===== src/rtl/bsg_cache_pkg.sv =====
`default_nettype none
// ============================================================================
//  Module   : bsg_cache_pkg
//  Purpose  : Shared cache types: packet opcodes plus the generic request
//             encodings used by the initiator-side packet encoder.
//  Revision : 1.0  initial release
// ============================================================================
package bsg_cache_pkg;

    localparam int c_OPCODE_WIDTH = 6;

    // Cache packet opcodes
    typedef enum logic [c_OPCODE_WIDTH-1:0] {
        LB        = 6'd0,
        LH        = 6'd1,
        LW        = 6'd2,
        LD        = 6'd3,
        LBU       = 6'd4,
        LHU       = 6'd5,
        LWU       = 6'd6,
        LDU       = 6'd7,
        SB        = 6'd8,
        SH        = 6'd9,
        SW        = 6'd10,
        SD        = 6'd11,
        LM        = 6'd12,
        SM        = 6'd13,
        TAGST     = 6'd16,
        TAGFL     = 6'd17,
        TAGLV     = 6'd18,
        TAGLA     = 6'd19,
        AFL       = 6'd24,
        AFLINV    = 6'd25,
        AINV      = 6'd26,
        ALOCK     = 6'd27,
        AUNLOCK   = 6'd28,
        AMOSWAP_W = 6'd32,
        AMOADD_W  = 6'd33,
        AMOXOR_W  = 6'd34,
        AMOAND_W  = 6'd35,
        AMOOR_W   = 6'd36,
        AMOMIN_W  = 6'd37,
        AMOMAX_W  = 6'd38,
        AMOMINU_W = 6'd39,
        AMOMAXU_W = 6'd40,
        AMOSWAP_D = 6'd48,
        AMOADD_D  = 6'd49,
        AMOXOR_D  = 6'd50,
        AMOAND_D  = 6'd51,
        AMOOR_D   = 6'd52,
        AMOMIN_D  = 6'd53,
        AMOMAX_D  = 6'd54,
        AMOMINU_D = 6'd55,
        AMOMAXU_D = 6'd56
    } bsg_cache_opcode_e;

    // Generic request class presented by the master
    typedef enum logic [1:0] {
        e_enc_load  = 2'd0,
        e_enc_store = 2'd1,
        e_enc_amo   = 2'd2,
        e_enc_maint = 2'd3
    } bsg_cache_enc_cmd_e;

    // Atomic operation selector; codes 9..15 are undefined
    typedef enum logic [3:0] {
        e_enc_amo_swap = 4'd0,
        e_enc_amo_add  = 4'd1,
        e_enc_amo_xor  = 4'd2,
        e_enc_amo_and  = 4'd3,
        e_enc_amo_or   = 4'd4,
        e_enc_amo_min  = 4'd5,
        e_enc_amo_max  = 4'd6,
        e_enc_amo_minu = 4'd7,
        e_enc_amo_maxu = 4'd8
    } bsg_cache_enc_amo_e;

    // Maintenance operation selector; codes 9..15 are undefined
    typedef enum logic [3:0] {
        e_enc_tagst   = 4'd0,
        e_enc_tagfl   = 4'd1,
        e_enc_taglv   = 4'd2,
        e_enc_tagla   = 4'd3,
        e_enc_afl     = 4'd4,
        e_enc_aflinv  = 4'd5,
        e_enc_ainv    = 4'd6,
        e_enc_alock   = 4'd7,
        e_enc_aunlock = 4'd8
    } bsg_cache_enc_maint_e;

endpackage
`default_nettype wire


===== src/rtl/bsg_counter_up_down.sv =====
`default_nettype none
// ============================================================================
//  Module   : bsg_counter_up_down
//  Purpose  : Up/down counter; simultaneous up and down leave it unchanged.
//             Callers are responsible for not stepping past 0 or MAX_VAL.
//  Revision : 1.0  initial release
// ============================================================================
module bsg_counter_up_down #(
    parameter  int MAX_VAL   = 4,
    localparam int CNT_WIDTH = $clog2(MAX_VAL + 1)
) (
    input  logic                 clk,
    input  logic                 rst,
    input  logic                 i_up,
    input  logic                 i_down,
    output logic [CNT_WIDTH-1:0] o_count
);

    localparam logic [CNT_WIDTH-1:0] c_ONE = CNT_WIDTH'(1);

    logic [CNT_WIDTH-1:0] r_count;

    assign o_count = r_count;

    // Net step of +1, -1 or hold
    always_ff @(posedge clk or posedge rst) begin
        if (rst) begin
            r_count <= '0;
        end else begin
            case ({i_up, i_down})
                2'b10:   r_count <= r_count + c_ONE;
                2'b01:   r_count <= r_count - c_ONE;
                default: r_count <= r_count;
            endcase
        end
    end

endmodule
`default_nettype wire


===== src/rtl/bsg_two_fifo.sv =====
`default_nettype none
// ============================================================================
//  Module   : bsg_two_fifo
//  Purpose  : Two-entry valid/ready FIFO. Accepts only when not full, so a
//             full buffer holds its head stable until it is consumed.
//  Revision : 1.0  initial release
// ============================================================================
module bsg_two_fifo #(
    parameter int WIDTH = 8
) (
    input  logic             clk,
    input  logic             rst,
    input  logic             i_v,
    input  logic [WIDTH-1:0] i_data,
    output logic             o_ready,
    output logic             o_v,
    output logic [WIDTH-1:0] o_data,
    input  logic             i_yumi
);

    logic [WIDTH-1:0] r_mem [2];
    logic             r_wptr;
    logic             r_rptr;
    logic [1:0]       r_count;
    logic             w_enq;
    logic             w_deq;

    assign o_ready = (r_count != 2'd2);
    assign o_v     = (r_count != 2'd0);
    assign o_data  = r_mem[r_rptr];
    assign w_enq   = i_v & o_ready;
    assign w_deq   = i_yumi & o_v;

    // Pointer and occupancy tracking; cleared asynchronously
    always_ff @(posedge clk or posedge rst) begin
        if (rst) begin
            r_wptr  <= 1'b0;
            r_rptr  <= 1'b0;
            r_count <= 2'd0;
        end else begin
            if (w_enq) r_wptr <= ~r_wptr;
            if (w_deq) r_rptr <= ~r_rptr;
            r_count <= r_count + {1'b0, w_enq} - {1'b0, w_deq};
        end
    end

    // Payload storage needs no reset: it is only observed while o_v is high
    always_ff @(posedge clk) begin
        if (w_enq) r_mem[r_wptr] <= i_data;
    end

endmodule
`default_nettype wire


===== src/rtl/bsg_cache_pkt_encoder.sv =====
`default_nettype none
// ============================================================================
//  Module   : bsg_cache_pkt_encoder
//  Purpose  : Encodes generic memory requests into cache packets, buffers
//             them in a two-entry FIFO and limits issue by outstanding count.
//  Revision : 1.0  initial release
// ============================================================================
module bsg_cache_pkt_encoder
    import bsg_cache_pkg::*;
#(
    parameter  int addr_width_p      = 32,
    parameter  int data_width_p      = 64,
    parameter  int max_outstanding_p = 4,
    localparam int c_MASK_WIDTH      = data_width_p / 8,
    localparam int c_PKT_WIDTH       = c_OPCODE_WIDTH + addr_width_p + data_width_p + c_MASK_WIDTH,
    localparam int c_CREDIT_WIDTH    = $clog2(max_outstanding_p + 1)
) (
    input  logic                      clk_i,
    input  logic                      reset_i,
    input  logic                      v_i,
    output logic                      ready_o,
    input  logic [1:0]                cmd_i,
    input  logic [1:0]                size_i,
    input  logic                      unsigned_i,
    input  logic                      mask_en_i,
    input  logic [3:0]                amo_op_i,
    input  logic [3:0]                maint_op_i,
    input  logic [addr_width_p-1:0]   addr_i,
    input  logic [data_width_p-1:0]   data_i,
    input  logic [c_MASK_WIDTH-1:0]   mask_i,
    output logic [c_PKT_WIDTH-1:0]    cache_pkt_o,
    output logic                      v_o,
    input  logic                      ready_i,
    input  logic                      resp_yumi_i,
    output logic                      error_o,
    output logic [c_CREDIT_WIDTH-1:0] credits_o
);

    typedef struct packed {
        bsg_cache_opcode_e          opcode;
        logic [addr_width_p-1:0]    addr;
        logic [data_width_p-1:0]    data;
        logic [c_MASK_WIDTH-1:0]    mask;
    } bsg_cache_pkt_s;

    localparam logic [c_CREDIT_WIDTH-1:0] c_MAX_CREDITS = c_CREDIT_WIDTH'(max_outstanding_p);
    // Double-word accesses cannot be expressed on a 32-bit data path
    localparam logic c_NO_DOUBLE = (data_width_p == 32);

    bsg_cache_enc_cmd_e   w_cmd;
    bsg_cache_enc_amo_e   w_amo;
    bsg_cache_enc_maint_e w_maint;
    bsg_cache_opcode_e    w_opcode;
    logic                 w_illegal;
    bsg_cache_pkt_s       w_pkt;
    logic                 w_fifo_ready;
    logic                 w_accept;
    logic                 w_enq;
    logic                 w_deq;
    logic                 w_credit_down;
    logic                 r_error;

    assign w_cmd   = bsg_cache_enc_cmd_e'(cmd_i);
    assign w_amo   = bsg_cache_enc_amo_e'(amo_op_i);
    assign w_maint = bsg_cache_enc_maint_e'(maint_op_i);

    // Request to opcode translation with illegal-combination detection
    always_comb begin
        w_opcode  = LB;
        w_illegal = 1'b0;
        case (w_cmd)
            e_enc_load: begin
                if (mask_en_i) begin
                    w_opcode = LM;
                end else begin
                    case (size_i)
                        2'b00:   w_opcode = unsigned_i ? LBU : LB;
                        2'b01:   w_opcode = unsigned_i ? LHU : LH;
                        2'b10:   w_opcode = unsigned_i ? LWU : LW;
                        default: begin
                            w_opcode  = unsigned_i ? LDU : LD;
                            w_illegal = c_NO_DOUBLE;
                        end
                    endcase
                end
            end
            e_enc_store: begin
                if (mask_en_i) begin
                    w_opcode = SM;
                end else begin
                    case (size_i)
                        2'b00:   w_opcode = SB;
                        2'b01:   w_opcode = SH;
                        2'b10:   w_opcode = SW;
                        default: begin
                            w_opcode  = SD;
                            w_illegal = c_NO_DOUBLE;
                        end
                    endcase
                end
            end
            e_enc_amo: begin
                // Only word and double atomics exist
                if (!size_i[1] || (size_i[0] && c_NO_DOUBLE)) w_illegal = 1'b1;
                case (w_amo)
                    e_enc_amo_swap: w_opcode = size_i[0] ? AMOSWAP_D : AMOSWAP_W;
                    e_enc_amo_add:  w_opcode = size_i[0] ? AMOADD_D  : AMOADD_W;
                    e_enc_amo_xor:  w_opcode = size_i[0] ? AMOXOR_D  : AMOXOR_W;
                    e_enc_amo_and:  w_opcode = size_i[0] ? AMOAND_D  : AMOAND_W;
                    e_enc_amo_or:   w_opcode = size_i[0] ? AMOOR_D   : AMOOR_W;
                    e_enc_amo_min:  w_opcode = size_i[0] ? AMOMIN_D  : AMOMIN_W;
                    e_enc_amo_max:  w_opcode = size_i[0] ? AMOMAX_D  : AMOMAX_W;
                    e_enc_amo_minu: w_opcode = size_i[0] ? AMOMINU_D : AMOMINU_W;
                    e_enc_amo_maxu: w_opcode = size_i[0] ? AMOMAXU_D : AMOMAXU_W;
                    default:        w_illegal = 1'b1;
                endcase
            end
            e_enc_maint: begin
                case (w_maint)
                    e_enc_tagst:   w_opcode = TAGST;
                    e_enc_tagfl:   w_opcode = TAGFL;
                    e_enc_taglv:   w_opcode = TAGLV;
                    e_enc_tagla:   w_opcode = TAGLA;
                    e_enc_afl:     w_opcode = AFL;
                    e_enc_aflinv:  w_opcode = AFLINV;
                    e_enc_ainv:    w_opcode = AINV;
                    e_enc_alock:   w_opcode = ALOCK;
                    e_enc_aunlock: w_opcode = AUNLOCK;
                    default:       w_illegal = 1'b1;
                endcase
            end
            default: w_illegal = 1'b1;
        endcase
    end

    // Packet assembly; mask only carries meaning for masked loads/stores
    always_comb begin
        w_pkt.opcode = w_opcode;
        w_pkt.addr   = addr_i;
        w_pkt.data   = data_i;
        w_pkt.mask   = mask_en_i ? mask_i : '0;
    end

    // Illegal requests pass through the same gate so they cannot bypass a
    // stalled buffer or credit limit
    assign ready_o       = w_fifo_ready & (credits_o < c_MAX_CREDITS);
    assign w_accept      = v_i & ready_o;
    assign w_enq         = w_accept & ~w_illegal;
    assign w_deq         = v_o & ready_i;
    assign w_credit_down = resp_yumi_i & (credits_o != '0);

    bsg_two_fifo #(
        .WIDTH (c_PKT_WIDTH)
    ) u_out_fifo (
        .clk     (clk_i),
        .rst     (reset_i),
        .i_v     (w_enq),
        .i_data  (w_pkt),
        .o_ready (w_fifo_ready),
        .o_v     (v_o),
        .o_data  (cache_pkt_o),
        .i_yumi  (w_deq)
    );

    bsg_counter_up_down #(
        .MAX_VAL (max_outstanding_p)
    ) u_credits (
        .clk     (clk_i),
        .rst     (reset_i),
        .i_up    (w_enq),
        .i_down  (w_credit_down),
        .o_count (credits_o)
    );

    // One-cycle pulse reporting a dropped illegal request
    always_ff @(posedge clk_i or posedge reset_i) begin
        if (reset_i) r_error <= 1'b0;
        else         r_error <= w_accept & w_illegal;
    end

    assign error_o = r_error;

    // A response with nothing outstanding indicates a broken master
    a_no_credit_underflow: assert property (
        @(posedge clk_i) disable iff (reset_i) !(resp_yumi_i && (credits_o == '0))
    );

endmodule
`default_nettype wire


===== config.mk =====
export PLATFORM = sky130hd
export DESIGN_NAME = bsg_cache_pkt_encoder
export DESIGN_NICKNAME = d
export VERILOG_FILES = /design/src/rtl/bsg_cache_pkg.sv /design/src/rtl/bsg_counter_up_down.sv /design/src/rtl/bsg_two_fifo.sv /design/src/rtl/bsg_cache_pkt_encoder.sv
export SDC_FILE = /design/constraint.sdc
export NUM_CORES = 1
export LEC_CHECK = 0
export ABC_AREA = 1
export ABC_CLOCK_PERIOD_IN_PS = 8200
export BUFFER_PORTS_ARGS = -buffer_cell sky130_fd_sc_hd__clkbuf_2
export CORE_ASPECT_RATIO = 1.4
export CORE_MARGIN = 4
export CORE_UTILIZATION = 52
export DETAILED_ROUTE_END_ITERATION = 6
export HOLD_SLACK_MARGIN = 0.03
export PLACE_DENSITY = 0.79
export SLEW_MARGIN = 15
export SYNTH_ARGS = -nofsm -noshare
export SYNTH_HDL_FRONTEND = slang
export SYNTH_HIERARCHICAL = 1
export SYNTH_SLANG_ARGS = --single-unit

===== constraint.sdc =====
create_clock -name clk_i -period 8.2 [get_ports clk_i]
set_input_delay 1.23 -clock clk_i [delete_from_list [all_inputs] [get_ports clk_i]]
set_output_delay 1.23 -clock clk_i [all_outputs]
set_load 0.01 [all_outputs]

# Yosys cells after proc, flatten, opt, wreduce, memory -nomap -nowiden
# Memory sizes are Yosys's and may differ from the RTL's.
# Cells that the tools add are included.
# word_totals
regBits,8
ram_bits,220
inputBits,123
out_inout_bits,116
memories,1
# memory_table
name,words,width,read_ports,rd_ports_with_merged_regs,write_ports,line,rtl
u_out_fifo.r_mem,2,110,1,0,1,bsg_two_fifo.sv:21,logic [WIDTH-1:0] r_mem [2];
# classes
add_sub_neg,4
order_cmp,1
eq_ne,24
n_mux,28
bitwise,11
reduce_logical,10
# op_table
cell,n
one-hot mux 6 bit (9 select lines),1
2-to-1 mux 5 bit,9
one-hot mux 5 bit (9 select lines),1
"equality test 4 x 3 -> 1 bit, second input constant",8
one-hot mux 6 bit (4 select lines),1
OR reduction 9 bit,2
"equality test 4 x 2 -> 1 bit, second input constant",4
2-to-1 mux 3 bit,5
one-hot mux 3 bit (3 select lines),1
AND 1 bit,8
"equality test 2 bit, second input constant",4
"equality test 4 x 1 -> 1 bit, second input constant",2
"equality test 4 bit, second input constant",2
zero test 4 bit,2
2-to-1 mux 8 bit,1
"equality test 2 x 1 -> 1 bit, second input constant",3
one-hot mux 2 bit (3 select lines),1
one-hot mux 3 bit (2 select lines),1
2-to-1 mux 1 bit,5
zero test 2 bit,2
2-to-1 mux 4 bit,1
nonzero test 2 bit,2
"adder 3 x 1 -> 3 bit, second input constant",1
"< comparator 3 bit, second input constant",1
8 further kinds,10

# Logic depth before layout (Yosys ltp)
# Gate-level depths: netlist of the first run.
# logic_depth
word_depth,9
depth_mapped,15
mapped_depth_nobuf,15

# Cells and area by module
# The synthesis of the first run kept the hierarchy.
# modules_own_cells
module,instances,cells_per_inst,area_each_um2,seq_area_each_um2
bsg_two_fifo,1,608,8195.4,6706.4
bsg_cache_pkt_encoder,1,70,350.3,25.0
bsg_counter_up_down,1,21,181.4,75.1

# Least setup slack after synthesis of the first run
# Ideal clock, no wire load.
# synth_timing
path_kind,in2reg
from,in amo_op_i[1]
to,mem u_out_fifo/r_mem[1][0] in the netlist's numbering (enable)
setup_ps,580
arrival_time_ps,6420
setup_slack_ps,1200
path_stages,9
path_cell_list,nor2_1 nand2_1 nand2_1 nand2_1 nand2_1 nand2_1 nor2_1 nand2_1 nor2_1
# synth_between
elab_chain_len,9
# synth_lines
element,line,rtl
start: declaration,bsg_cache_pkt_encoder.sv:26,"input logic [3:0] amo_op_i,"
"equality test 4 bit, or another cell as far along",bsg_cache_pkt_encoder.sv:105,case (w_amo)
OR reduction 9 bit (no line) (*),-,
2-to-1 mux 1 bit (*),bsg_cache_pkt_encoder.sv:105,
one-hot mux 1 bit (3 select lines) (*),bsg_cache_pkt_encoder.sv:71,case (w_cmd)
NOT 1 bit (*),bsg_cache_pkt_encoder.sv:148,assign w_enq = w_accept & ~w_illegal;
AND 1 bit (*),bsg_cache_pkt_encoder.sv:148,
net w_enq,bsg_cache_pkt_encoder.sv:58,logic w_enq;
AND 1 bit (*),bsg_two_fifo.sv:31,assign w_enq = i_v & o_ready;
2-to-1 mux 1 bit (*),bsg_two_fifo.sv:49,if (w_enq) r_mem[r_wptr] <= i_data;
2-to-1 mux 1 bit (not written as such) (*),bsg_two_fifo.sv:49,
end: declaration,bsg_two_fifo.sv:21,
# Mark *: on every way through the listed nets, which the timed path passes. The rest lies on a longest branch.

# Final worst setup path of the first run
# layout_timing
from,reg u_out_fifo.r_rptr
to,out cache_pkt_o[2]
# layout_between
elab_chain_len,1
# layout_lines
element,line,rtl
start: declaration,bsg_two_fifo.sv:23,logic r_rptr;
start signal: assignment,bsg_two_fifo.sv:42,if (w_deq) r_rptr <= ~r_rptr;
memory (2 x 110 bit),-,
end: declaration,bsg_cache_pkt_encoder.sv:31,"output logic [c_PKT_WIDTH-1:0] cache_pkt_o,"
# Every way passes these cells.

==> impl_metrics.toml, run 1 <==
[run_status]
status = "finished, final reports clean"

[clock_tree]
clk_latency_ns = 0.48
clkTransAtPathRegs_ns = 0.06
cts_tree = "yes"
cts_max_path_buffers = 3
cts_setup_buffers = 0
clock_sinks = 228
cts_hold_buf = 0
cts_made_buffers = 21
h-tree-depth = 1
cts.repair.resized = 0
clock-root-buffer = "clkbuf_16"

[setup_path]
r2r_start = "u_out_fifo/r_count[1]"
r2r-end = "u_out_fifo/r_mem[0][107]"
crit_path_start = "u_out_fifo/r_rptr"
reg2reg_setup_slack_ns = 5.32
crit_fanout = 87
r2r_cells = 8
critPathArrivalTime_ns = 2.75
critPathKind = "flip-flop to output port"
end_kind = "output port"
required_ns = 6.97
critPathLaunchType = "flip-flop"

[cells_and_area]
multiInputGateArea_um2 = 1670
regArea_um2 = 6810
drive_gt1_frac = 0.295
final_util = 0.658
n_antenna_cell = 0
design_area_um2 = 10700
num-fill-cells = 1223
nNetsFinal = 1067
syn2layout_area_growth_pct = 23.0

[synthesis]
synth_top_cell_by_area = "edfxtp_1"
syn_area_um2 = 8730
synth_most_common_cell = "nand2_1"
syn-num-nets = 826
ys_top_cells_by_area = "edfxtp_1, nand2_1, dfrtp_1"
ys_ff_latch = 228
avgSynthCellArea_um2 = 12.5
synthArstFlopShare = 0.0351
synth-main-ff-cell = "edfxtp_1"
yosys_warnings = 6
synth.distinct_cells = 23
synth_top_area_frac = 0.757
synth_edf_count = 220
synth_common_cells = "nand2_1, edfxtp_1, inv_1"
synth_cells = 699
ys_seq_area_frac = 0.780

[drt]
dr.pass1.iters = 4
vias = 5734
postRouteAntennaNets = 0
vias_per_cell = 4.98
drc_errors = 0
drtIter0Drc = 458
wl_per_cell_um = 15.7
wl_mm = 18.1

[worst_hold_path]
hold_start = "u_out_fifo/r_wptr"
hold_depth = 2
hold_path_class = "flip-flop to flip-flop"
min_to = "u_out_fifo/r_wptr"

[power_and_ir_drop]
vdd.ir_drop.worst_v = 0.000203
pwr_density_cell_nw_per_um2 = 334
p_leak_uw = 0.00481

[place]
io_buffers = 238
place_congestion = 0.861
dpl.hpwl_mm = 12.3
placed_cell_area_um2 = 10100

[floorplan]
pin_count = 239
die_x_um = 117
start_util = 0.535
fp.dieH_um = 161
core_area_um2 = 16300
dieArea_um2 = 18900
num_rows = 55

[grt]
grt_pass1_vias = 5767
grt_max_degree = 88
grt_first_pass_wirelength_mm = 28.4
antenna_found_initial = 0
overflow = 0
grt_util_all_layers = 0.186

[timing]
fin_crit_ns = 3.98
tns_ns = 0
finalHoldViolCount = 0
fin_crit_sh = 0.485
skew_ns = 0.0123
slew_viol_final = 0
slew_headroom = 0.350
tightest_slew_ns = 0.975
rsz0062_at_grt = "no"
max_freq_mhz = 251
setup_viol = 0

[job]
maxCapViolCount = 0
-- sequential cells by signal (all words and copies together), names as in the netlist --
signal              cells
u_out_fifo/r_rptr       1
u_credits/o_count       3
u_out_fifo/r_mem      220
u_out_fifo/r_wptr       1
u_out_fifo/r_count      2
error_o                 1
-- report_power, final --
group	leakage [uW]	switching (uW)	total [uW]	internal, uW
Combinational	0.00239	745	1100	359
Clock	0.000313	376	907	530
Sequential	0.00210	79.0	1570	1490
-- cell type report --
| cell class | count | share of cell area |
|---|---|---|
| multi-input combinational | 410 | 0.155 |
| clock buffer | 25 | 0.0504 |
| inverter | 36 | 0.0129 |
| sequential | 228 | 0.635 |
| clock inverter | 11 | 0.00910 |
| tap | 199 | 0.0232 |
| timing repair buffer | 243 | 0.115 |
-- cell families after synthesis --
group,after synthesis,share of synthesized area
and+or+nand+nor,397,0.176
AOI/OAI and AO/OA,8,0.00631
xor gates and xnor gates,1,0.00100
DFF,228,0.780
adders and majority gates,4,0.00660
buffers and inverters,61,0.0301
-- worst max-delay path: stages (launching register included) --
cell and delay (ns):
dfrtp_4 0.66, clkinv_2 0.36, buf_4 0.76, nand2_1 0.13
nand2_1 0.12, clkbuf_2 0.14
-- how the worst max path moves through the flow --
stage,endpoint,slack [ns],cells past startpoint
after floorplan,u_out_fifo/r_mem[1][0],1.20,9
after global placement,u_out_fifo/r_mem[0][91],4.40,9
after detailed placement,u_out_fifo/r_mem[0][98],4.35,11
after CTS,cache_pkt_o[47],4.18,5
after global routing,cache_pkt_o[50],4.02,5
final,cache_pkt_o[2],4.22,5
-- per-stage QoR --
stage               total power (uW)  hold slack, ns  setup slack (ns)  cells
CTS                             3630           0.499              4.18   1152
finish                          3580           0.499              4.22   1152
global placement                2690           0.459              4.40   1116
floorplan                       2260           0.442              1.20    699
global route                    3800           0.516              4.02   1152
detailed placement              2720           0.485              4.35   1116
-- metal layers --
layer  share of wire  global-route usage
met1            0.36               0.210
met2            0.53               0.342
met3           0.069              0.0396
met4           0.039              0.0779
met5               0                   0
-- layout by cell type, fill, tap and decap left out, drive strengths merged, types with 3 or more instances in the layout --
cell type  instances
clkbuf           263
nand2            370
nor2               9
buf                5
clkinv            10
inv               35
nand3             14
edfxtp           220
ha                 3
dfrtp              8
nand4              3
Note: power is estimated with default switching activity, not from simulation.
==> run 2, diff against run 1 <==
--- a/config.mk
+++ b/config.mk
@@ -6,14 +6,14 @@
 export NUM_CORES = 1
 export LEC_CHECK = 0
 export ABC_AREA = 1
-export ABC_CLOCK_PERIOD_IN_PS = 8200
+export ABC_CLOCK_PERIOD_IN_PS = 3340
 export BUFFER_PORTS_ARGS = -buffer_cell sky130_fd_sc_hd__clkbuf_2
 export CORE_ASPECT_RATIO = 1.4
 export CORE_MARGIN = 4
-export CORE_UTILIZATION = 52
+export CORE_UTILIZATION = 47
 export DETAILED_ROUTE_END_ITERATION = 6
 export HOLD_SLACK_MARGIN = 0.03
-export PLACE_DENSITY = 0.79
+export PLACE_DENSITY = 0.76
 export SLEW_MARGIN = 15
 export SYNTH_ARGS = -nofsm -noshare
 export SYNTH_HDL_FRONTEND = slang
==> constraint.sdc (replaced) <==
create_clock -name clk_i -period 3.34 [get_ports clk_i]
set_input_delay 0.501 -clock clk_i [delete_from_list [all_inputs] [get_ports clk_i]]
set_output_delay 0.501 -clock clk_i [all_outputs]
set_load 0.01 [all_outputs]
==> run 2 against run 1 <==
Compared with the run above: total power rose by 150%; sequential power rose by 140%; final area rose by 0.98%; clock skew barely moved; combinational power rose to 2.6 times the previous value; non-clock buffer count rose by 3; worst hold slack got worse by 0.30 ns; global-route usage fell by 1.9 points; sequential share of layout area fell by 0.62 points; sequential cell count did not move; wire length rose by 0.81%; utilization fell by 6.1 points; largest power group unchanged.
==> impl_metrics.toml, run 2 (synthesis gave the netlist of run 1 again) <==
[grt]
grt_first_pass_wirelength_mm = 27.4
grt_use_met2 = 0.318
grt_max_degree = 112
antenna_found_initial = 1
use_met1 = 0.178
grt_pass1_vias = 5749
overflow = 0
met3_usage = 0.0300
grt_util_all_layers = 0.167
grt_busiest_layer = "met2"

[drt]
drtIter0Drc = 366
wl_mm = 18.3
wl_per_cell_um = 15.2
dr.pass1.iters = 4
vias = 5688
postRouteAntennaNets = 0
vias_per_cell = 4.75
drc_errors = 0

[setup_path]
end_kind = "output port"
critPathLaunchType = "flip-flop"
r2r_cells = 8
required_ns = 2.84
crit_fanout = 63
reg2reg_setup_slack_ns = 1.21
critPathKind = "flip-flop to output port"
critPathArrivalTime_ns = 1.95

[power_and_ir_drop]
vdd.ir_drop.worst_v = 0.000618
p_leak_uw = 0.00483
power_switching_share = 0.338
combPwrFrac = 0.322
pwr_density_cell_nw_per_um2 = 810
switchingPower_uw = 2960
p_int_uw = 5810
power.total_uw = 8780
sequentialPowerShare = 0.432
p_clk_frac = 0.247

[floorplan]
fp.dieH_um = 169
die_x_um = 123
core_area_um2 = 18100
start_util = 0.481
pin_count = 239
num_rows = 58
dieArea_um2 = 20800

[timing]
fin_crit_ns = 2.45
tns_ns = 0
fin_crit_sh = 0.734
max_freq_mhz = 408
tightest_slew_ns = 0.670
setup_viol = 0
rsz0062_at_grt = "no"
finalHoldViolCount = 0
skew_ns = 0.0123
slew_headroom = 0.553
slew_viol_final = 0

[cells_and_area]
drive_gt1_frac = 0.301
num-fill-cells = 1469
syn2layout_area_growth_pct = 24.2
mostFrequentLayoutCell = "nand2_1"
layout_common_cells = "nand2_1, clkbuf_2, edfxtp_1, inv_1, clkbuf_16"
nNetsFinal = 1070
largest_reg_flops = 220
final_util = 0.597
largest-register = "u_out_fifo/r_mem"
multiInputGateArea_um2 = 1670
design_area_um2 = 10800
regArea_um2 = 6810

[clock_tree]
cts_setup_buffers = 0
cts.repair.resized = 0
clock_sinks = 228
h-tree-depth = 1
clock-root-buffer = "clkbuf_16"
cts_tree = "yes"
cts_made_buffers = 21
cts_hold_buf = 1
clkTransAtPathRegs_ns = 0.07
cts_max_path_buffers = 3
clk_latency_ns = 0.49

[job]
maxCapViolCount = 0

[worst_hold_path]
hold_path_class = "input pin to flip-flop"
hold_depth = 1

[place]
place_congestion = 0.824
dpl.hpwl_mm = 12.3
placed_cell_area_um2 = 10200
io_buffers = 238

[run_status]
status = "finished, final reports clean"
-- run 2: worst max-delay path: stages (launching register included) --
cell and delay (ns):
dfrtp_4 0.49, clkinv_2 0.06, buf_4 0.50, nand2_1 0.12, nand2_1 0.10, clkbuf_2 0.14
-- run 2: cell type report --
cell class,count,share of cell area
antenna,1,0.000231
clock buffer,24,0.0495
clock inverter,13,0.00820
inverter,36,0.0129
multi-input combinational,410,0.154
sequential,228,0.629
tap,240,0.0277
timing repair buffer,246,0.119
-- run 2: power groups by stage --
stage	Clock [uW]	Sequential [uW]	Combinational, uW
6_report	2160	3790	2820
5_1_grt	2330	3820	3150
4_1_cts	2220	3790	2890
3_5_place_dp	0	3850	2880
3_3_place_gp	0	3830	2830
2_1_floorplan	0	3850	1660
-- run 2: path summary, 6_finish.rpt --
check,from,end
hold / removal,data_i[23],u_out_fifo/r_mem[0][31]
setup reg to reg,u_out_fifo/r_count[1],u_out_fifo/r_mem[1][59]
min in group asynchronous,reset_i,error_o
setup / recovery,u_out_fifo/r_rptr,cache_pkt_o[38]
hold reg to reg,u_out_fifo/r_wptr,u_out_fifo/r_wptr
max in group asynchronous,reset_i,u_out_fifo/r_rptr
-- run 2: per-stage QoR --
step / setup WS [ns] / hold WS (ns) / instances
2_1_floorplan: 0.145 / 0.230 / 699
3_3_place_gp: 1.02 / 0.362 / 1159
3_5_place_dp: 0.988 / 0.369 / 1159
4_1_cts: 0.835 / 0.184 / 1197
5_1_grt: 0.741 / 0.184 / 1198
6_report: 0.888 / 0.201 / 1198
-- run 2: per-layer routing --
layer | routed length (um) | part of all wire | vias up
met5 | 0 | 0 | -
met4 | 691 | 0.038 | 0
met3 | 1080 | 0.059 | 48
met2 | 10100 | 0.55 | 177
met1 | 6370 | 0.35 | 2653
li1 | - | - | 2810
==> run 3, diff against run 2 <==
--- a/config.mk
+++ b/config.mk
@@ -6,7 +6,7 @@
 export NUM_CORES = 1
 export LEC_CHECK = 0
 export ABC_AREA = 1
-export ABC_CLOCK_PERIOD_IN_PS = 3340
+export ABC_CLOCK_PERIOD_IN_PS = 2000
 export BUFFER_PORTS_ARGS = -buffer_cell sky130_fd_sc_hd__clkbuf_2
 export CORE_ASPECT_RATIO = 1.4
 export CORE_MARGIN = 4
==> constraint.sdc (replaced) <==
create_clock -name clk_i -period 2 [get_ports clk_i]
set_input_delay 0.3 -clock clk_i [delete_from_list [all_inputs] [get_ports clk_i]]
set_output_delay 0.3 -clock clk_i [all_outputs]
set_load 0.01 [all_outputs]
==> run 3 against run 2 <==
Compared with the run above: sequential cell count is the same; sequential share of layout area down 9.2 points; clock power increased by 81%; wire length up 33%; sequential power grew 68%; largest power group is now combinational cells; clock-buffer cell count increased by 2; largest cell class unchanged; highest routed layer unchanged; total power grew 93%; die area unchanged; critical path type unchanged; worst hold slack worse by 0.11 ns; cell count up 12%; setup slack got worse by 0.86 ns; non-clock buffer count is 135 higher.
==> impl_metrics.toml, run 3 (synthesis gave the netlist of run 1 again) <==
[cells_and_area]
layout_common_cells = "nand2_1, edfxtp_1, clkbuf_2, dlygate4sd3_1, inv_1"
largest-register = "u_out_fifo/r_mem"
design_area_um2 = 12700
final_cells = 1336
drive_gt1_frac = 0.318
syn2layout_area_growth_pct = 45.3
nNetsFinal = 1205
largest_reg_flops = 220
mostFrequentLayoutCell = "nand2_1"

[timing]
tightest_slew_ns = 0.328
skew_ns = 0.0184
setup_ws_ns = 0.0265
rsz0062_at_grt = "yes"
slew_viol_final = 0
max_freq_mhz = 507
fin_crit_sh = 0.987
setup_viol = 0
slew_headroom = 0.779
fin_crit_ns = 1.97
finalHoldViolCount = 0
tns_ns = 0

[setup_path]
end_kind = "output port"
crit_path_frequent_cell = "nand2_1"
path_delay_family = "flip-flops"
crit_fanout = 18
required_ns = 1.70
crit_chain = "clkinv_8 -> buf_16 -> nand2_1 -> nand2_1 -> buf_6"
critPathArrivalTime_ns = 1.67
critical_path.slowest_cell = "dfrtp_4"
critPathLaunchType = "flip-flop"
cp_slowest_stage_delay_ns = 0.55
critPathKind = "flip-flop to output port"
crit_buf_inv = 3

[floorplan]
fp.dieH_um = 169
pin_count = 239
die_x_um = 123
num_rows = 58
start_util = 0.481
dieArea_um2 = 20800
core_area_um2 = 18100

[clock_tree]
h-tree-depth = 1
clock_sinks = 228
cts_tree = "yes"
clock-root-buffer = "clkbuf_16"
cts_made_buffers = 21
clkTransAtPathRegs_ns = 0.06
clk_latency_ns = 0.49
cts_max_path_buffers = 3

[grt]
grt_pass1_vias = 6580
grt_util_all_layers = 0.206
overflow = 0
grt_use_met2 = 0.388
antenna_found_initial = 2
met3_usage = 0.0327
use_met1 = 0.232
grt_max_degree = 57
grt_first_pass_wirelength_mm = 33.4
grt_busiest_layer = "met2"

[drt]
drtIter0Drc = 503
vias_per_cell = 4.88
wl_mm = 24.3
wl_per_cell_um = 18.2
drc_errors = 0
dr.pass1.iters = 5
postRouteAntennaNets = 0
vias = 6525

[power_and_ir_drop]
pwr_density_cell_nw_per_um2 = 1340
vdd.ir_drop.worst_v = 0.000884
p_leak_uw = 0.00561
power.total_uw = 16900

[place]
placed_cells = 1182
dpl.hpwl_mm = 13.2
io_buffers = 238
place_congestion = 0.802
placed_cell_area_um2 = 10500
pre_cts_slack_ns = -0.0740

[job]
maxCapViolCount = 0

[worst_hold_path]
hold_path_class = "input pin to flip-flop"

[run_status]
status = "finished, final reports clean"
## run 3: changes by cell type in the layout (fill, tap and decap cells not counted), sizes merged
cell / change
dlygate4sd3: +97
clkbuf: -14
buf: +54
inv: +1
clkinv: -3
bufinv: +1
diode: +2
## run 3: per-stage QoR
stage                     hold slack [ns]   util
after floorplan                    0.0287      -
after global placement              0.159  0.581
after detailed placement            0.164  0.581
after CTS                          0.0336  0.684
after global routing               0.0874  0.699
final                              0.0957  0.699
## run 3: where the power goes
group	total (uW)	internal, uW	leakage (uW)	switching [uW]
clock	3910	2300	0.000340	1610
sequential	6370	6110	0.00210	263
combinational	6660	2720	0.00317	3940
total	16900	11100	0.00561	5810
## run 3: per-layer routing
| layer | vias to the layer above | routed length (um) |
|---|---|---|
| met3 | 63 | 1670 |
| met4 | 0 | 868 |
| met2 | 302 | 13200 |
| li1 | 3090 | - |
| met5 | - | 0 |
| met1 | 3070 | 8490 |
## run 3: area by class of cell
class,count,area (um2)
sequential,228,6810
antenna,3,7.51
multi-input combinational,410,1720
timing repair buffer,381,3000
inverter,36,151
clock inverter,12,113
fill,1201,5460
clock buffer,26,574
tap,240,300
## run 3: path summary, 6_finish.rpt
path                                       start                     end  slack [ns]  cells past startpoint
setup reg to reg           u_out_fifo/r_count[1]    u_credits/o_count[2]        0.09                     12
hold reg to reg                u_out_fifo/r_wptr       u_out_fifo/r_wptr        0.49                      2
setup / recovery               u_out_fifo/r_rptr         cache_pkt_o[36]        0.03                      5
max in group asynchronous                reset_i       u_out_fifo/r_rptr        1.56                      3
min in group asynchronous                reset_i                 error_o        0.21                      3
hold / removal                         mask_i[5]  u_out_fifo/r_mem[1][5]         0.1                      3
## run 3: timing repair
action | 4_1_cts | 5_1_grt
setup endpoints to repair | 109 | 65
pin swaps | 0 | 1
hold endpoints to repair | 196 | 4
buffers inserted | 2 | 0
hold buffers | 96 | 2
cloned | 5 | 9
resized for setup | 12 | 46
## run 3: tightest hold or removal path, stage by stage
cell and delay (ns):
clkbuf_2 0.08, nand2_1 0.04, inv_1 0.06
